$ cat config.mk
export PLATFORM = sky130hd
export DESIGN_NAME = ysyx_22050368_lsu_flat
export DESIGN_NICKNAME = d
export VERILOG_FILES = /design/src/rtl/ysyx_22050368_lsu_pkg.sv /design/src/rtl/ysyx_22050368_lsu_if.sv /design/src/rtl/ysyx_22050368_lsu_align.sv /design/src/rtl/ysyx_22050368_lsu.sv /design/src/flat_wrapper.sv
export SDC_FILE = /design/constraint.sdc
export NUM_CORES = 1
export LEC_CHECK = 0
export ABC_AREA = 1
export BUFFER_PORTS_ARGS = -buffer_cell sky130_fd_sc_hd__clkbuf_2
export CAP_MARGIN = 40
export CORE_AREA = 2 2 213 215
export CTS_BUF_LIST = sky130_fd_sc_hd__clkbuf_16
export CTS_CLUSTER_SIZE = 8
export DETAILED_ROUTE_END_ITERATION = 6
export DIE_AREA = 0 0 215 217
export PLACE_DENSITY = 0.55
export SETUP_SLACK_MARGIN = 0.02
export SLEW_MARGIN = 20
export SYNTH_ARGS = -nofsm -noshare
export SYNTH_HDL_FRONTEND = slang
export SYNTH_SLANG_ARGS = --single-unit
$ cat constraint.sdc
create_clock -name clk -period 1.8 [get_ports clk]
set_input_delay 0.09 -clock clk [delete_from_list [all_inputs] [get_ports clk]]
set_output_delay 0.09 -clock clk [all_outputs]
set_load 0.01 [all_outputs]
$ cat src/rtl/ysyx_22050368_lsu_pkg.sv
// Shared types and helpers for the load/store unit: access sizes, FSM states,
// error causes and the captured-request record.
package ysyx_22050368_lsu_pkg;

  typedef enum logic [1:0] {
    SIZE_B = 2'b00,
    SIZE_H = 2'b01,
    SIZE_W = 2'b10,
    SIZE_D = 2'b11
  } lsu_size_e;

  typedef enum logic [1:0] {
    S_IDLE = 2'b00,
    S_REQ  = 2'b01,
    S_WAIT = 2'b10,
    S_DONE = 2'b11
  } lsu_state_e;

  typedef enum logic [1:0] {
    ERR_NONE     = 2'b00,
    ERR_MISALIGN = 2'b01,
    ERR_BUS      = 2'b10,
    ERR_TIMEOUT  = 2'b11
  } lsu_err_e;

  // Request fields still needed after the accept cycle.
  typedef struct packed {
    logic      we;
    lsu_size_e size;
    logic      is_unsigned;
    logic [2:0] off;
    logic [4:0] rd_idx;
  } lsu_req_t;

  function automatic logic is_misaligned(lsu_size_e size, logic [2:0] off);
    case (size)
      SIZE_H:  return off[0];
      SIZE_W:  return |off[1:0];
      SIZE_D:  return |off;
      default: return 1'b0;
    endcase
  endfunction

  function automatic logic [7:0] size_mask(lsu_size_e size);
    case (size)
      SIZE_H:  return 8'h03;
      SIZE_W:  return 8'h0F;
      SIZE_D:  return 8'hFF;
      default: return 8'h01;
    endcase
  endfunction

endpackage

$ cat src/rtl/ysyx_22050368_lsu_if.sv
// Memory-side valid/ready bus between the LSU (master) and memory (slave).
interface ysyx_22050368_lsu_if;
  logic        mem_req_valid_o;
  logic        mem_req_ready_i;
  logic [63:0] mem_addr_o;
  logic        mem_we_o;
  logic [7:0]  mem_wmask_o;
  logic [63:0] mem_wdata_o;
  logic        mem_rsp_valid_i;
  logic [63:0] mem_rdata_i;
  logic        mem_err_i;

  modport master (
    output mem_req_valid_o, mem_addr_o, mem_we_o, mem_wmask_o, mem_wdata_o,
    input  mem_req_ready_i, mem_rsp_valid_i, mem_rdata_i, mem_err_i
  );

  modport slave (
    input  mem_req_valid_o, mem_addr_o, mem_we_o, mem_wmask_o, mem_wdata_o,
    output mem_req_ready_i, mem_rsp_valid_i, mem_rdata_i, mem_err_i
  );
endinterface

$ cat src/rtl/ysyx_22050368_lsu_align.sv
// Combinational datapath: misalignment check and store-lane placement on the
// request side, load-lane extraction and sign/zero extension on the response side.
module ysyx_22050368_lsu_align
  import ysyx_22050368_lsu_pkg::*;
(
  input  lsu_size_e   i_req_size,
  input  logic [2:0]  i_req_off,
  input  logic [63:0] i_req_wdata,
  output logic        o_misaligned,
  output logic [7:0]  o_wmask,
  output logic [63:0] o_wdata,
  input  lsu_size_e   i_rsp_size,
  input  logic [2:0]  i_rsp_off,
  input  logic        i_rsp_unsigned,
  input  logic [63:0] i_rdata,
  output logic [63:0] o_load_data
);

  logic [63:0] w_shifted;

  assign o_misaligned = is_misaligned(i_req_size, i_req_off);
  assign o_wmask      = size_mask(i_req_size) << i_req_off;
  assign o_wdata      = i_req_wdata << {i_req_off, 3'b000};
  assign w_shifted    = i_rdata >> {i_rsp_off, 3'b000};

  always_comb begin
    // NOTE: always_comb assigns the output on every path (default arm included) so no latch is inferred.
    case (i_rsp_size)
      SIZE_B:  o_load_data = i_rsp_unsigned ? {56'b0, w_shifted[7:0]}
                                            : {{56{w_shifted[7]}}, w_shifted[7:0]};
      SIZE_H:  o_load_data = i_rsp_unsigned ? {48'b0, w_shifted[15:0]}
                                            : {{48{w_shifted[15]}}, w_shifted[15:0]};
      SIZE_W:  o_load_data = i_rsp_unsigned ? {32'b0, w_shifted[31:0]}
                                            : {{32{w_shifted[31]}}, w_shifted[31:0]};
      default: o_load_data = w_shifted;
    endcase
  end

endmodule

$ cat src/rtl/ysyx_22050368_lsu.sv
// Load/store unit: accepts one memory op from execute, runs it over the valid/ready
// bus and returns a single-cycle writeback record; busy_o stalls upstream meanwhile.
module ysyx_22050368_lsu
  import ysyx_22050368_lsu_pkg::*;
#(
  parameter int TIMEOUT_CYC = 256
) (
  input  logic        clk,
  input  logic        rst,
  input  logic        req_valid_i,
  output logic        req_ready_o,
  input  logic        req_we_i,
  input  logic [1:0]  req_size_i,
  input  logic        req_unsigned_i,
  input  logic [63:0] req_addr_i,
  input  logic [63:0] req_wdata_i,
  input  logic [4:0]  req_rd_idx_i,
  ysyx_22050368_lsu_if.master mem,
  output logic        wb_valid_o,
  output logic        wb_we_o,
  output logic [4:0]  wb_rd_idx_o,
  output logic [63:0] wb_data_o,
  output logic        err_o,
  output logic [1:0]  err_cause_o,
  output logic        busy_o
);

  localparam int CNT_W = (TIMEOUT_CYC > 2) ? $clog2(TIMEOUT_CYC) : 1;
  localparam logic [CNT_W-1:0] CNT_LAST = CNT_W'((TIMEOUT_CYC > 0) ? TIMEOUT_CYC - 1 : 0);

  lsu_state_e  r_state, w_state_n;
  lsu_req_t    r_req;
  logic [CNT_W-1:0] r_cnt;
  logic [63:0] r_mem_addr, r_mem_wdata;
  logic [7:0]  r_mem_wmask;
  logic        r_mem_we;
  logic        r_wb_we, r_err;
  logic [4:0]  r_wb_rd_idx;
  logic [63:0] r_wb_data;
  lsu_err_e    r_err_cause;

  logic        w_misaligned, w_timeout, w_accept;
  logic [7:0]  w_wmask;
  logic [63:0] w_wdata, w_load_data;

  ysyx_22050368_lsu_align u_align (
    .i_req_size     (lsu_size_e'(req_size_i)),
    .i_req_off      (req_addr_i[2:0]),
    .i_req_wdata    (req_wdata_i),
    .o_misaligned   (w_misaligned),
    .o_wmask        (w_wmask),
    .o_wdata        (w_wdata),
    .i_rsp_size     (r_req.size),
    .i_rsp_off      (r_req.off),
    .i_rsp_unsigned (r_req.is_unsigned),
    .i_rdata        (mem.mem_rdata_i),
    .o_load_data    (w_load_data)
  );

  assign w_accept  = (r_state == S_IDLE) && req_valid_i;
  assign w_timeout = (TIMEOUT_CYC != 0) && (r_cnt == CNT_LAST);

  always_ff @(posedge clk) begin
    if (rst) r_state <= S_IDLE;
    else     r_state <= w_state_n;
  end

  always_comb begin
    w_state_n = r_state;
    case (r_state)
      S_IDLE: if (req_valid_i) w_state_n = w_misaligned ? S_DONE : S_REQ;
      S_REQ:  if (mem.mem_req_ready_i) w_state_n = S_WAIT;
      S_WAIT: if (mem.mem_rsp_valid_i || w_timeout) w_state_n = S_DONE;
      default: w_state_n = S_IDLE;
    endcase
  end

  // NOTE: sequential state uses non-blocking assignments so every register samples pre-edge values.
  always_ff @(posedge clk) begin
    if (rst) begin
      r_req       <= '0;
      r_cnt       <= '0;
      r_mem_addr  <= '0;
      r_mem_we    <= 1'b0;
      r_mem_wmask <= '0;
      r_mem_wdata <= '0;
      r_wb_we     <= 1'b0;
      r_wb_rd_idx <= '0;
      r_wb_data   <= '0;
      r_err       <= 1'b0;
      r_err_cause <= ERR_NONE;
    end else begin
      if (w_accept) begin
        r_req       <= '{we: req_we_i, size: lsu_size_e'(req_size_i),
                         is_unsigned: req_unsigned_i, off: req_addr_i[2:0],
                         rd_idx: req_rd_idx_i};
        r_mem_addr  <= {req_addr_i[63:3], 3'b000};
        r_mem_we    <= req_we_i;
        r_mem_wmask <= req_we_i ? w_wmask : 8'h00;
        r_mem_wdata <= w_wdata;
        r_wb_rd_idx <= req_rd_idx_i;
        if (w_misaligned) begin
          r_err       <= 1'b1;
          r_err_cause <= ERR_MISALIGN;
        end
      end

      if (r_state == S_REQ) r_cnt <= '0;

      if (r_state == S_WAIT) begin
        // A response on the final timeout cycle takes priority over the timeout.
        if (mem.mem_rsp_valid_i) begin
          r_err       <= mem.mem_err_i;
          r_err_cause <= mem.mem_err_i ? ERR_BUS : ERR_NONE;
          r_wb_we     <= !r_req.we && !mem.mem_err_i;
          r_wb_data   <= (!r_req.we && !mem.mem_err_i) ? w_load_data : '0;
        end else if (w_timeout) begin
          r_err       <= 1'b1;
          r_err_cause <= ERR_TIMEOUT;
        end else begin
          r_cnt <= r_cnt + 1'b1;
        end
      end

      if (r_state == S_DONE) begin
        r_wb_we     <= 1'b0;
        r_wb_data   <= '0;
        r_err       <= 1'b0;
        r_err_cause <= ERR_NONE;
      end
    end
  end

  assign req_ready_o         = (r_state == S_IDLE);
  assign busy_o              = (r_state != S_IDLE);
  assign mem.mem_req_valid_o = (r_state == S_REQ);
  assign mem.mem_addr_o      = r_mem_addr;
  assign mem.mem_we_o        = r_mem_we;
  assign mem.mem_wmask_o     = r_mem_wmask;
  assign mem.mem_wdata_o     = r_mem_wdata;

  assign wb_valid_o  = (r_state == S_DONE);
  assign wb_we_o     = r_wb_we;
  assign wb_rd_idx_o = r_wb_rd_idx;
  assign wb_data_o   = r_wb_data;
  assign err_o       = r_err;
  assign err_cause_o = r_err_cause;

endmodule
$ cat src/flat_wrapper.sv
// flat-port wrapper written by rule: the top's interface ports become plain ports
module ysyx_22050368_lsu_flat import ysyx_22050368_lsu_pkg::*;
#(
  parameter int TIMEOUT_CYC = 256
)
  (clk, rst, req_valid_i, req_ready_o, req_we_i, req_size_i, req_unsigned_i, req_addr_i, req_wdata_i, req_rd_idx_i, wb_valid_o, wb_we_o, wb_rd_idx_o, wb_data_o, err_o, err_cause_o, busy_o, mem_mem_req_valid_o, mem_mem_addr_o, mem_mem_we_o, mem_mem_wmask_o, mem_mem_wdata_o, mem_mem_req_ready_i, mem_mem_rsp_valid_i, mem_mem_rdata_i, mem_mem_err_i);
  ysyx_22050368_lsu_if mem_i ();
  input  logic clk;
  input  logic rst;
  input  logic req_valid_i;
  output logic req_ready_o;
  input  logic req_we_i;
  input  logic [1:0] req_size_i;
  input  logic req_unsigned_i;
  input  logic [63:0] req_addr_i;
  input  logic [63:0] req_wdata_i;
  input  logic [4:0] req_rd_idx_i;
  output logic wb_valid_o;
  output logic wb_we_o;
  output logic [4:0] wb_rd_idx_o;
  output logic [63:0] wb_data_o;
  output logic err_o;
  output logic [1:0] err_cause_o;
  output logic busy_o;
  output wire logic [$bits(mem_i.mem_req_valid_o)-1:0] mem_mem_req_valid_o;
  output wire logic [$bits(mem_i.mem_addr_o)-1:0] mem_mem_addr_o;
  output wire logic [$bits(mem_i.mem_we_o)-1:0] mem_mem_we_o;
  output wire logic [$bits(mem_i.mem_wmask_o)-1:0] mem_mem_wmask_o;
  output wire logic [$bits(mem_i.mem_wdata_o)-1:0] mem_mem_wdata_o;
  input wire logic [$bits(mem_i.mem_req_ready_i)-1:0] mem_mem_req_ready_i;
  input wire logic [$bits(mem_i.mem_rsp_valid_i)-1:0] mem_mem_rsp_valid_i;
  input wire logic [$bits(mem_i.mem_rdata_i)-1:0] mem_mem_rdata_i;
  input wire logic [$bits(mem_i.mem_err_i)-1:0] mem_mem_err_i;
  assign mem_mem_req_valid_o = mem_i.mem_req_valid_o;
  assign mem_mem_addr_o = mem_i.mem_addr_o;
  assign mem_mem_we_o = mem_i.mem_we_o;
  assign mem_mem_wmask_o = mem_i.mem_wmask_o;
  assign mem_mem_wdata_o = mem_i.mem_wdata_o;
  assign mem_i.mem_req_ready_i = mem_mem_req_ready_i;
  assign mem_i.mem_rsp_valid_i = mem_mem_rsp_valid_i;
  assign mem_i.mem_rdata_i = mem_mem_rdata_i;
  assign mem_i.mem_err_i = mem_mem_err_i;
  ysyx_22050368_lsu #(.TIMEOUT_CYC(TIMEOUT_CYC)) u_core (.clk(clk), .rst(rst), .req_valid_i(req_valid_i), .req_ready_o(req_ready_o), .req_we_i(req_we_i), .req_size_i(req_size_i), .req_unsigned_i(req_unsigned_i), .req_addr_i(req_addr_i), .req_wdata_i(req_wdata_i), .req_rd_idx_i(req_rd_idx_i), .mem(mem_i), .wb_valid_o(wb_valid_o), .wb_we_o(wb_we_o), .wb_rd_idx_o(wb_rd_idx_o), .wb_data_o(wb_data_o), .err_o(err_o), .err_cause_o(err_cause_o), .busy_o(busy_o));
endmodule
# Yosys cells after proc, flatten, opt, wreduce, memory -nomap -nowiden
# Cells that the tools add are included.
# W data, S select, Z words.
# totals
ff_bits	223
latch_bits	0
ramBits	0
rom_bits	0
inputBits	207
out_inout_bits	214
wordCells	71
memories	0
# classes
add_sub_neg	1
mul	0
div	0
order_cmp	0
eq_ne	12
shifts	3
muxes	28
bitwise_logic	0
n_reduce_logical	13
# op_table
cell	n
$mux W64	4
$pmux W64 S3	1
$shl A64 B6 Y64	1
$shr A64 B6 Y64	1
$mux W8	5
$pmux W8 S3	1
$mux W2	10
$eq A2 B2 Y1 const B	5
$add A8 B1 Y8 const B	1
$eq A8 B8 Y1 const B	1
$shl A8 B3 Y8	1
$eq A2 B1 Y1 const B	3
$pmux W2 S3	1
$mux W1	5
$logic_not A2 Y1	2
$ne A2 B1 Y1 const B	2
$reduce_or A2 Y1	2
$pmux W1 S3	1
$reduce_and A3 Y1	1
$reduce_or A3 Y1	1
$logic_and A1 B1 Y1	2
$logic_not A1 Y1	2
$ne A2 B2 Y1 const B	1
$reduce_and A2 Y1	1
2 further kinds	2

# Longest topological paths before layout
# Gate-level depths: netlist (run 1).
# depth
depth_word	7
ltp_mapped	11
depth_no_buf	9

# Modules after synthesis
# From an unflattened synthesis (run 1), not the netlist that was laid out.
# hier_totals
cells_unflattened	1892
hier_area_um2	12265.5
# modules_own_cells
module	instances	cells_per_inst	area_each_um2	seq_area_each_um2
ysyx_22050368_lsu	1	1040	8130.3	4464.3
ysyx_22050368_lsu_align	1	852	4135.2	0.0

# Worst setup path before layout (run 1)
# OpenSTA, ideal clock, no wires.
# synth_timing
kind	reg-to-reg
start	register u_core.r_state[0]
end	register u_core.r_wb_data[56] (netlist: u_core.wb_data_o[56])
setup_time_ns	0.116
t_arrival_ns	1.500
t_required_ns	1.684
setup_slack_ns	0.183
stages_incl_launch_ff	11
path_buffers	2
synth_period_minus_slack_ns	1.617
path_cell_list	dfxtp_1 > inv_1 > ha_1 > nand2_1 > nor3_1 > nand2_1 > buf_2 > clkbuf_1 > nor2_1 > o21ai_1 > nand2_1
# synth_via
elab_chain_len	2
word_cells_on_any_way	4
cone_classes	eq/ne (2); reduce/logical (2)
# synth_lines
element	line	rtl
from (decl)	ysyx_22050368_lsu.sv:31	lsu_state_e r_state, w_state_n;
from (signal assigned)	ysyx_22050368_lsu.sv:65	else r_state <= w_state_n;
$eq A2 B2 Y1, on equally long branches	ysyx_22050368_lsu.sv:110, ysyx_22050368_lsu.sv:125	
$reduce_and A2 Y1 (no line) / $reduce_or A2 Y1 (equally long branches)	n/a	
to (signal assigned)	ysyx_22050368_lsu.sv:116	r_wb_data <= (!r_req.we && !mem.mem_err_i) ? w_load_data : '0;
to (decl)	ysyx_22050368_lsu.sv:39	logic [63:0] r_wb_data;
# Several ways; a longest one is shown, not always the timed one.
# A chain may end at the register's enable or synchronous reset.

# Worst setup path in the final report (run 1)
# layout_timing
start	register u_core.r_req[6] (netlist bit)
end	register u_core.r_wb_data[10] (netlist: u_core.wb_data_o[10])
# layout_via
elab_chain_len	4
word_cells_on_any_way	6
cone_classes	shift (1); mux (5)
# layout_lines
element	line	rtl
from (decl)	ysyx_22050368_lsu.sv:32	lsu_req_t r_req;
from (signal assigned)	ysyx_22050368_lsu.sv:94	r_req <= '{we: req_we_i, size: lsu_size_e'(req_size_i),
$shr A64 B6 Y64 (*)	ysyx_22050368_lsu_align.sv:24	assign w_shifted = i_rdata >> {i_rsp_off, 3'b000};
$mux W64, on equally long branches	ysyx_22050368_lsu_align.sv:33, ysyx_22050368_lsu_align.sv:29, ysyx_22050368_lsu_align.sv:31	
$pmux W64 S3 (*)	ysyx_22050368_lsu_align.sv:28	case (i_rsp_size)
$mux W64 (*)	ysyx_22050368_lsu.sv:116	
# Mark *: on every way between the ends. The rest lies on a longest branch, timed or not.

==> results.rst, run 1 <==
.. list-table::
   :header-rows: 1

   * - Metric
     - Value
   * - Residual DRC count
     - 0
   * - Endpoint type of the worst setup path
     - flop
   * - Sinks on the clock net
     - 223
   * - Leak
     - 8.40 nW
   * - Area fraction of the dominant cell type after synthesis
     - 37.8%
   * - Post-layout min period
     - 1.73 ns
   * - Total clock buffers created by CTS
     - 35
   * - Global-route wire length before repair
     - 77800 microns
   * - Mapped cell area
     - 11800 sq um
   * - Syn Inst Count
     - 1847
   * - Cell seen most often among critical-path stages
     - nand2_1
   * - Result of the run
     - completed
   * - Layout filler cell count
     - 4849
   * - Core region area
     - 44700 sq um
   * - Starting density of the core
     - 26.4%
   * - Height of the chip
     - 217 microns
   * - Clk root buf
     - clkbuf_16
   * - Wire length per cell
     - 17.6 microns
   * - Number of different library cells in the post-synthesis netlist
     - 38
   * - Nature of the critical path startpoint
     - flop
   * - Longest individual stage delay on the worst path
     - 0.38 ns
   * - Routability congestion estimate
     - 0.964
   * - Final Non-Filler Cells
     - 2970
   * - Most frequent cell after synthesis
     - nand2_1
   * - Nets
     - 2572
   * - Setup slack, reg-to-reg
     - 0.07 ns
   * - Max Fclk
     - 578 MHz
   * - Highest net fanout along the worst path
     - 51
   * - Post-synthesis cell type with the largest combined area
     - dfxtp_1
   * - Number of nets with antenna violations after routing
     - 0
   * - Total Neg Setup Slack
     - 0 ns
   * - Cells along the critical path
     - inv_4 -> buf_12 -> buf_4 -> nand2_1 -> nand3_1 -> nand2_1 -> o21ai_1 -> nand2_1 -> nand2_1
   * - Share of the core filled with cells
     - 38.3%
   * - Latest clock arrival within the worst-skew pair
     - 0.54 ns
   * - Top cells by area in the synthesized netlist
     - dfxtp_1 (38%), nand2_1 (19%), nand3_1 (7.4%)
   * - Standard-cell rows
     - 78
   * - Normalized max-slew margin
     - 61.5%
   * - Initial DRC count
     - 1139
   * - Kind of critical path
     - flop to flop
   * - Via density per instance
     - 4.82
   * - Maximum number of pins on one net before global-route repair
     - 80
   * - Crit path required time
     - 2.28 ns
   * - Worst min-delay path category
     - input port to flop
   * - Critical path arrival
     - 2.21 ns
   * - Total via count after detailed routing
     - 14300
   * - Main synth FF type
     - dfxtp_1
   * - Proportion of synthesized chip area in sequential cells
     - 37.8%
   * - EDFF count, synth
     - 0
   * - Number of H-tree levels
     - 2
   * - Final Hold Vio Count
     - 0
   * - Ratio of final minimum period to clock period
     - 96.2%
   * - Area grow syn2layout
     - 44.9%
   * - Number of setup violations in the final report
     - 0
   * - Source of the critical timing path
     - u_core.r_req[6]
   * - Slew of the pin with the lowest slew margin
     - 0.577 ns
   * - Reported max-cap violation count
     - 0
   * - Share of final-layout standard cells stronger than drive strength 1
     - 24.4%
   * - Grt total ovfl
     - 0
   * - Yosys warning count
     - 0
   * - Count of buffers from port buffering
     - 417
   * - Final routed wirelength across all metal layers
     - 52400 microns
   * - Total track usage
     - 21.2%
   * - Via count of the first global-routing pass
     - 13600
   * - # placed instances
     - 2793
   * - Avg Cell Area, Syn
     - 6.39 sq um
   * - Start point of the worst hold path
     - req_valid_i
   * - Reg2reg start
     - u_core.r_req[6]
   * - Setup clock skew after layout
     - 0.0120 ns
   * - Antenna violations before repair
     - 3
   * - Seq cells post-synth
     - 223
   * - Buffer depth of the longest clock path
     - 3
   * - CTS tree
     - built
   * - Post-detail-place hpwl
     - 37800 microns
   * - Overall power
     - 0.0207 W
   * - Area enclosed by the die boundary
     - 46700 sq um
   * - Number of iterations in the first detailed-routing pass
     - 5
   * - Commonest cells post-synth
     - nand2_1 (613), dfxtp_1 (223), nor2_1 (214), nand3_1 (174), o21ai_0 (131)
   * - Share of flip-flops with an asynchronous set or reset after synthesis
     - 0%
   * - RSZ-0062 raised after global routing
     - true
   * - Count of pins over their slew limit
     - 0
   * - Die extent in x
     - 215 microns
   * - Count of boundary I/O pins
     - 421
   * - Maximum vdd drop
     - 0.528 mV
   * - Clock slew seen by the registers of the worst setup and hold paths
     - 0.05 ns
   * - Slowest stage cell, crit path
     - dfxtp_2
   * - Total power density per cell area
     - 1210 nW/um^2
## layout by cell type, fill, tap and decap left out, types with 23 or more instances in the layout
cell type,n
nand2_1,613
clkbuf_2,417
dfxtp_1,220
nor2_1,211
nand3_1,174
o21ai_0,130
dlygate4sd3_1,125
a21oi_1,114
inv_1,60
o21ai_1,48
buf_4,44
clkbuf_16,39
o211ai_1,26
buf_12,23
## through the flow
stage                     setup WS [ns]  hold slack [ns]  cell area, sq um
after global placement           0.0942            0.341             14800
after CTS                        0.0429         0.000467             17000
after floorplan                   0.183            0.257             11800
final                            0.0691           0.0240             17100
after global routing          -0.000746           0.0244             17100
after detailed placement         0.0655            0.345             14800
## cells by family after synthesis
logic type	synth area share, %
flip-flops	37.8
adder cells (fa/ha/maj)	0.636
AO/OA/AOI/OAI	17.0
AND/OR/NAND/NOR	36.0
other	0.0318
multiplexers	0.254
buffers and inverters	8.34
## final cells by class
| type | count | area (sq um) | area share, % |
|---|---|---|---|
| antenna | 1 | 2.50 | 0.0146 |
| clock buffer | 36 | 901 | 5.26 |
| clock inverter | 11 | 86.3 | 0.504 |
| inverter | 68 | 260 | 1.52 |
| multi-input combinational | 1417 | 6400 | 37.4 |
| sequential | 223 | 4470 | 26.1 |
| tap | 600 | 751 | 4.39 |
| timing repair buffer | 614 | 4240 | 24.8 |
## what timing repair did
| action | 4_1_cts | 5_1_grt |
|---|---|---|
| buffers inserted | 0 | 1 |
| hold buffers | 125 | 0 |
| resized for setup | 0 | 12 |
| endpoints found under the hold margin | 112 | 0 |
| setup endpoints to repair | 0 | 36 |
## power by group
part	leakage [nW]	internal [W]	total (W)	switching, W
sequential	1.82	0.00572	0.00620	0.000481
combinational	6.08	0.00314	0.00843	0.00529
clock	0.499	0.00369	0.00611	0.00242
## state kept, by name, indices dropped and copies added, names as in the netlist
signal / cells
u_core.mem.mem_wdata_o: 64
u_core.wb_data_o: 64
u_core.mem.mem_addr_o: 61
u_core.mem.mem_wmask_o: 8
u_core.r_cnt: 8
u_core.r_req: 7
u_core.wb_rd_idx_o: 5
u_core.err_cause_o: 2
u_core.r_state: 2
u_core.err_o: 1
u_core.wb_we_o: 1
## critical path: cells and delay by family (launching register included)
| family | cells | cell delay (ns) |
|---|---|---|
| buf+inv | 3 | 0.62 |
| simple gates | 5 | 0.39 |
| flops | 1 | 0.38 |
| compound gates | 1 | 0.27 |
## per-layer routing
layer | global-route usage, % | wire [microns] | vias to the layer above
met4 | 8.78 | 1670 | 4
met3 | 5.26 | 4300 | 94
met1 | 24.8 | 20800 | 6561
li1 | - | - | 7049
met5 | 0 | 24 | -
met2 | 37.2 | 25500 | 615
## worst paths after layout
| path | end | cells past startpoint |
|---|---|---|
| setup / recovery | u_core.wb_data_o[10] | 9 |
| hold / removal | u_core.err_cause_o[0] | 3 |
| setup reg to reg | u_core.wb_data_o[10] | 9 |
| hold reg to reg | u_core.wb_data_o[10] | 2 |
(Power assumes the default switching activity.)
==> inputs of run 2 (changes only) <==
Settings changed: RECOVER_POWER from default to 50.
==> run 2 against run 1 <==
Sequential power about the same. Die area unchanged. Clock power about the same. Critical path depth up 1. Largest cell class unchanged. Highest routed layer unchanged.
==> results.rst, run 2 (synthesis results as in run 1) <==
.. list-table::
   :header-rows: 1

   * - Metric
     - Value
   * - Result of the run
     - completed
   * - Max Fclk
     - 574 MHz (-0.69%)
   * - Setup clock skew after layout
     - 0.0112 ns (-0.000783 ns)
   * - Maximum vdd drop
     - 0.512 mV (-3.0%)
   * - CTS tree
     - built
   * - Ratio of final minimum period to clock period
     - 96.8% (+0.67 points)
   * - Total track usage
     - 21.2% (unchanged)
   * - Kind of critical path
     - flop to flop
   * - Reported max-cap violation count
     - 0 (unchanged)
   * - Total clock buffers created by CTS
     - 35 (unchanged)
   * - Number of H-tree levels
     - 2 (unchanged)
   * - Latest clock arrival within the worst-skew pair
     - 0.54 ns (about the same)
   * - Crit path required time
     - 2.28 ns (about the same)
   * - Total via count after detailed routing
     - 14400 (+0.29%)
   * - Initial DRC count
     - 1088 (-4.5%)
   * - Count of boundary I/O pins
     - 421 (unchanged)
   * - Worst min-delay path category
     - input port to flop
   * - Area enclosed by the die boundary
     - 46700 sq um (unchanged)
   * - Number of nets with antenna violations after routing
     - 0 (unchanged)
   * - Count of buffers from port buffering
     - 417 (unchanged)
   * - Maximum number of pins on one net before global-route repair
     - 80 (unchanged)
   * - Via density per instance
     - 4.84 (+0.29%)
   * - Routability congestion estimate
     - 0.964 (unchanged)
   * - Final Hold Vio Count
     - 0 (unchanged)
   * - Core region area
     - 44700 sq um (unchanged)
   * - Most frequent cells in the layout
     - nand2_1 (613), dfxtp_1 (220), nor2_1 (211)
   * - Nature of the critical path startpoint
     - flop
   * - Antenna violations before repair
     - 3 (unchanged)
   * - RSZ-0062 raised after global routing
     - true
   * - Residual DRC count
     - 0 (unchanged)
   * - Number of setup violations in the final report
     - 0 (unchanged)
   * - Clk root buf
     - clkbuf_16
   * - Grt total ovfl
     - 0 (unchanged)
   * - Area grow syn2layout
     - 42.6%
   * - Most common cell after layout, fill and taps aside
     - nand2_1
   * - Die extent in x
     - 215 microns (unchanged)
   * - Leak
     - 7.69 nW (-8.4%)
   * - Via count of the first global-routing pass
     - 13600 (unchanged)
   * - # placed instances
     - 2793 (unchanged)
   * - Clock slew seen by the registers of the worst setup and hold paths
     - 0.05 ns (about the same)
   * - Endpoint type of the worst setup path
     - flop
   * - Post-detail-place hpwl
     - 37800 microns (unchanged)
   * - Standard-cell rows
     - 78 (unchanged)
   * - Final Non-Filler Cells
     - 2970 (unchanged)
   * - Sinks on the clock net
     - 223 (unchanged)
   * - Critical path arrival
     - 2.22 ns (about the same)
   * - Count of pins over their slew limit
     - 0 (unchanged)
   * - Dpl cell area
     - 14800 sq um (unchanged)
   * - Number of iterations in the first detailed-routing pass
     - 5 (unchanged)
   * - Starting density of the core
     - 26.4% (unchanged)
   * - Normalized max-slew margin
     - 62.0% (+0.44 points)
   * - Share of final-layout standard cells stronger than drive strength 1
     - 15.6% (-8.9 points)
   * - Nets
     - 2572 (unchanged)
   * - Final routed wirelength across all metal layers
     - 52500 microns (+0.25%)
   * - Buffer depth of the longest clock path
     - 3 (unchanged)
   * - Post-layout min period
     - 1.74 ns (+0.0120 ns)
   * - Total Neg Setup Slack
     - 0 ns (unchanged)
   * - Summed area of non-filler cells in the final layout
     - 16800 sq um (-1.6%)
   * - Height of the chip
     - 217 microns (unchanged)
   * - Wire length per cell
     - 17.7 microns (+0.25%)
   * - Highest net fanout along the worst path
     - 50 (-2.0%)
   * - Total power density per cell area
     - 1220 nW/um^2 (+0.70%)
   * - Global-route wire length before repair
     - 77800 microns (unchanged)
   * - Slew of the pin with the lowest slew margin
     - 0.571 ns (-0.00656 ns)
==> run 2: cell count changes in the layout (fill, tap and decap cells not counted) <==
cell      previous run  this run
clkbuf_1             0       209
nor3_1               6         7
buf_4               44        42
clkbuf_2           417       210
nor3_2               3         2
==> run 2: path summary, 6_finish.rpt <==
check	start	endpoint	slack (ns)	depth (start not counted)
min	req_valid_i	u_core.err_cause_o[0]	0.02	3
min reg2reg	u_core.wb_data_o[10]	u_core.wb_data_o[10]	0.45	2
max	u_core.r_req[5]	u_core.wb_data_o[10]	0.06	10
max reg2reg	u_core.r_req[5]	u_core.wb_data_o[10]	0.06	10
==> run 2: layer usage <==
metal	track usage [%]	part of all wire [%]	vias to the layer above
met5	0	0.050	-
met4	8.78	3.6	4
met3	5.26	8.0	102
met2	37.2	48	614
met1	24.8	40	6604
li1	-	-	7041
==> run 2: worst max-delay path: stages (launching register included) <==
cell,delay (ns)
dfxtp_2,0.39
buf_12,0.24
nand2_1,0.12
nand3_1,0.12
nand3_1,0.09
nand2_2,0.11
nand2_4,0.07
buf_12,0.16
o21ai_1,0.18
nand2_1,0.11
nand2_1,0.07
==> run 2: area by class of cell <==
| type | count | area, sq um |
|---|---|---|
| diodes | 1 | 2.50 |
| clock buffers | 36 | 901 |
| clock inverters | 11 | 86.3 |
| fillers | 4965 | 27900 |
| inverters | 68 | 260 |
| multi-input cells | 1417 | 6400 |
| flip-flops and latches | 223 | 4470 |
| well taps | 600 | 751 |
| repair buffers | 614 | 3980 |
==> run 2: stage by stage <==
| stage | power [W] | utilization [%] | setup WS (ns) | hold slack, ns |
|---|---|---|---|---|
| finish | 0.0206 | 37.7 | 0.0571 | 0.0223 |
| global route | 0.0219 | 37.7 | -0.000745 | 0.0244 |
| CTS | 0.0208 | 38.0 | 0.0429 | 0.000467 |
| detailed placement | 0.0143 | 33.0 | 0.0655 | 0.345 |
| global placement | 0.0142 | 33.0 | 0.0942 | 0.341 |
| floorplan | 0.0111 | - | 0.183 | 0.257 |
==> run 2: report_power, final <==
group / switching [W] / internal [W] / total (W)
combinational: 0.00529 / 0.00295 / 0.00825
sequential: 0.000476 / 0.00572 / 0.00620
clock: 0.00242 / 0.00369 / 0.00611
total: 0.00819 / 0.0124 / 0.0206
==> run 2: repair_timing <==
item                       4_1_cts  5_1_grt
buffers inserted                 0        1
resized for setup                0       12
hold endpoints to repair       112        0
setup endpoints to repair        0       36
hold buffers                   125        0
==> inputs of run 3 (changes only) <==
Settings changed: CORE_AREA 2 2 213 215 to 2 2 170 172, DIE_AREA 0 0 215 217 to 0 0 172 174, PLACE_DENSITY 0.55 to 0.78, SYNTH_HIERARCHICAL from default to 1.
==> run 3 against run 2 <==
The run now ends with negative hold slack left. Cell area is 3.2% lower. Critical endpoint is now u_core/wb_data_o[19]. Flip-flop and latch count unchanged. Critical path type unchanged. Sequential share of layout area grew 0.88 points.
==> results.rst, run 3 <==
.. list-table::
   :header-rows: 1

   * - Metric
     - Value
   * - Buffer depth of the longest clock path
     - 3 (unchanged)
   * - Most common cell after layout, fill and taps aside
     - nand2_1
   * - Normalized max-slew margin
     - 54.3% (-7.7 points)
   * - Setup clock skew after layout
     - 0.0150 ns (+0.00374 ns)
   * - Post-detail-place hpwl
     - 34500 microns (-8.6%)
   * - Critical path depth
     - 8 (-2)
   * - Maximum vdd drop
     - 0.961 mV (+88%)
   * - Summed area of non-filler cells in the final layout
     - 16300 sq um (-3.2%)
   * - Die extent in x
     - 172 microns (-20%)
   * - Worst path setup slack after routing
     - 0.0787 ns (+0.0217 ns)
   * - Reg2reg path depth
     - 8 (-2)
   * - Ratio of final minimum period to clock period
     - 95.6% (-1.2 points)
   * - Top cells by area in the synthesized netlist
     - dfxtp_1 (36%), nand2_1 (15%), nor2_1 (11%)
   * - Kind of critical path
     - flop to flop
   * - Longest individual stage delay on the worst path
     - 0.41 ns (+0.02 ns)
   * - Commonest cells post-synth
     - nand2_1 (494), nor2_1 (349), o21ai_0 (254), dfxtp_1 (223), nand3_1 (122)
   * - Via density per instance
     - 5.53 (+14%)
   * - EDFF count, synth
     - 0 (unchanged)
   * - Core region area
     - 28200 sq um (-37%)
   * - Mapped cell area
     - 12300 sq um (+3.9%)
   * - Crit path capture
     - u_core/wb_data_o[19]
   * - Highest net fanout along the worst path
     - 17 (-66%)
   * - Latest clock arrival within the worst-skew pair
     - 0.51 ns (-0.03 ns)
   * - Count of boundary I/O pins
     - 421 (unchanged)
   * - Final Hold Vio Count
     - 1 (+1)
   * - Routability congestion estimate
     - 0.950 (-1.4%)
   * - Maximum number of pins on one net before global-route repair
     - 92 (+15%)
   * - Grt total ovfl
     - 0 (unchanged)
   * - Area fraction of the dominant cell type after synthesis
     - 36.4% (-1.4 points)
   * - Most frequent cell after synthesis
     - nand2_1
   * - Reported max-cap violation count
     - 0 (unchanged)
   * - Post-synthesis cell type with the largest combined area
     - dfxtp_1
   * - Total power density per cell area
     - 1310 nW/um^2 (+7.6%)
   * - Slew of the pin with the lowest slew margin
     - 0.679 ns (+0.108 ns)
   * - Setup slack, reg-to-reg
     - 0.08 ns (+0.02 ns)
   * - Setup slack after placement
     - -0.0716 ns (-0.137 ns)
   * - Worst path top cell family by delay
     - compound AO/OA/AOI/OAI gates
   * - Proportion of synthesized chip area in sequential cells
     - 36.4% (-1.4 points)
   * - Number of H-tree levels
     - 2 (unchanged)
   * - Avg Cell Area, Syn
     - 6.48 sq um (+1.4%)
   * - Dpl cell area
     - 14800 sq um (+0.48%)
   * - Buf/Inv on CP
     - 2 (unchanged)
   * - Total via count after detailed routing
     - 15100 (+5.0%)
   * - Endpoint of the worst-slack reg-to-reg timing path
     - u_core/wb_data_o[19]
   * - Total clock buffers created by CTS
     - 34 (-2.9%)
   * - Clock slew seen by the registers of the worst setup and hold paths
     - 0.05 ns (about the same)
   * - Cells along the critical path
     - buf_12 -> buf_4 -> nand2_1 -> a21oi_1 -> o211ai_1 -> nand2_1 -> nand3_2 -> nand2_1
   * - Setup fix buffers added after clock tree synthesis
     - 0 (unchanged)
   * - Residual DRC count
     - 0 (unchanged)
   * - Yosys warning count
     - 6 (+6)
   * - Area enclosed by the die boundary
     - 29900 sq um (-36%)
   * - Wire length per cell
     - 18.2 microns (+3.0%)
   * - Crit path required time
     - 2.25 ns (-0.03 ns)
   * - Final routed wirelength across all metal layers
     - 49700 microns (-5.4%)
   * - Endpoint type of the worst setup path
     - flop
   * - Via count of the first global-routing pass
     - 14300 (+5.5%)
   * - Total track usage
     - 31.9% (+11 points)
   * - Reg2reg start
     - u_core/r_req[5]
   * - Clk root buf
     - clkbuf_16
   * - Height of the chip
     - 174 microns (-20%)
   * - Sinks on the clock net
     - 223 (unchanged)
   * - Number of setup violations in the final report
     - 0 (unchanged)
   * - Result of the run
     - complete, but fails checks
   * - Max Fclk
     - 581 MHz (+1.3%)
   * - Post-layout min period
     - 1.72 ns (-0.0217 ns)
   * - Number of iterations in the first detailed-routing pass
     - 5 (unchanged)
   * - Syn Inst Count
     - 1892 (+2.4%)
   * - Global-route wire length before repair
     - 75300 microns (-3.2%)
   * - Share of final-layout standard cells stronger than drive strength 1
     - 16.6% (+1.1 points)
   * - Cell seen most often among critical-path stages
     - nand2_1
   * - CTS tree
     - built
   * - Nature of the critical path startpoint
     - flop
   * - Worst min-delay path category
     - input port to flop
   * - Seq cells post-synth
     - 223 (unchanged)
   * - Share of flip-flops with an asynchronous set or reset after synthesis
     - 0% (unchanged)
   * - Initial DRC count
     - 1657 (+52%)
   * - Count of pins over their slew limit
     - 0 (unchanged)
   * - Area grow syn2layout
     - 32.9%
   * - Source of the critical timing path
     - u_core/r_req[5]
   * - Starting density of the core
     - 43.4% (+17 points)
   * - Number of different library cells in the post-synthesis netlist
     - 40 (+5.3%)
   * - RSZ-0062 raised after global routing
     - false
   * - Number of nets with antenna violations after routing
     - 0 (unchanged)
   * - Antenna violations before repair
     - 3 (unchanged)
   * - Slowest stage cell, crit path
     - dfxtp_4
   * - Standard-cell rows
     - 62 (-21%)
   * - Leak
     - 7.49 nW (-2.7%)
   * - WHS
     - -0.00221 ns (-0.0246 ns)
   * - Most frequent cells in the layout
     - nand2_1 (493), nor2_1 (349), o21ai_0 (253)
   * - Violations in the final reports
     - negative hold slack
   * - Main synth FF type
     - dfxtp_1
   * - Critical path arrival
     - 2.17 ns (-0.05 ns)
   * - Count of buffers from port buffering
     - 417 (unchanged)
   * - Nets
     - 2551 (-0.82%)
## run 3: cell types whose count changed in the layout (fill, tap and decap cells not counted), moves of 18 or more
cell           delta
a21oi_1          -70
dlygate4sd3_1    -55
mux2i_1          +18
nand2_1         -120
nand3_1          -52
nand3_2          +25
nand4_1          +29
nor2_1          +138
o21ai_0         +123
o21ai_1          -35
## run 3: cells by family (layout without fill, tap and decap cells)
logic type	after synthesis	after routing	synth area share (%)
buf+inv	217	666	8.75
flops	223	223	36.4
other cells	1	4	0.0306
simple gates	1066	1066	37.0
fa+ha+maj	5	5	0.510
mux	21	21	1.71
compound gates	359	359	15.5
## run 3: per-layer routing
metal,wire (microns),vias up,GRT usage (%)
li1,-,7054,-
met1,18200,6939,37.3
met2,23800,884,54.4
met3,4900,196,6.53
met4,2760,4,17.0
met5,28,-,0
## run 3: layout make-up
type                    count  area [sq um]
repair buffers            558          3340
multi-input cells        1454          6790
flip-flops and latches    223          4470
diodes                      1          2.50
fillers                  2804         11900
well taps                 384           480
clock buffers              35           876
clock inverters             5          71.3
inverters                  68           269
## run 3: worst min-delay path by stage
| stage | from | end | slack (ns) | cells past startpoint |
|---|---|---|---|---|
| floorplan | rst | u_core/r_cnt[5] | 0.24 | 3 |
| global placement | req_addr_i[4] | u_core/mem.mem_addr_o[4] | 0.34 | 3 |
| detailed placement | req_unsigned_i | u_core/r_req[8] | 0.34 | 3 |
| CTS | req_size_i[1] | u_core/r_req[10] | 0.005 | 3 |
| global route | req_size_i[1] | u_core/r_req[10] | 0.03 | 3 |
| finish | req_size_i[1] | u_core/r_req[10] | -0.002 | 3 |
## run 3: power breakdown
group / switching (W) / internal (W) / leakage [nW]
registers: 0.000615 / 0.00594 / 1.83
clock network: 0.00227 / 0.00358 / 0.465
logic: 0.00594 / 0.00307 / 5.20
## run 3: stage by stage
step | std cells | hold WS [ns] | TNS (ns) | power, W | utilization (%)
3_5_place_dp | 2616 | 0.344 | -0.0738 | 0.0153 | 52.5
2_1_floorplan | 1894 | 0.236 | 0 | 0.0122 | -
3_3_place_gp | 2616 | 0.338 | -0.0549 | 0.0151 | 52.5
6_report | 2728 | -0.00221 | 0 | 0.0214 | 57.7
5_1_grt | 2728 | 0.0316 | 0 | 0.0226 | 57.7
4_1_cts | 2726 | 0.00484 | 0 | 0.0213 | 58.4
## run 3: what timing repair did
action,CTS,global route
hold endpoints to repair,77,0
pin swaps,0,2
cloned,0,1
setup endpoints to repair,30,68
resized for setup,3,13
hold buffers,70,0
## run 3: worst min-delay path: cells and delay by family
kind | cells | cell delay (ns)
buffers and inverters | 1 | 0.18
AO/OA/AOI/OAI | 1 | 0.11
AND/OR/NAND/NOR | 1 | 0.08
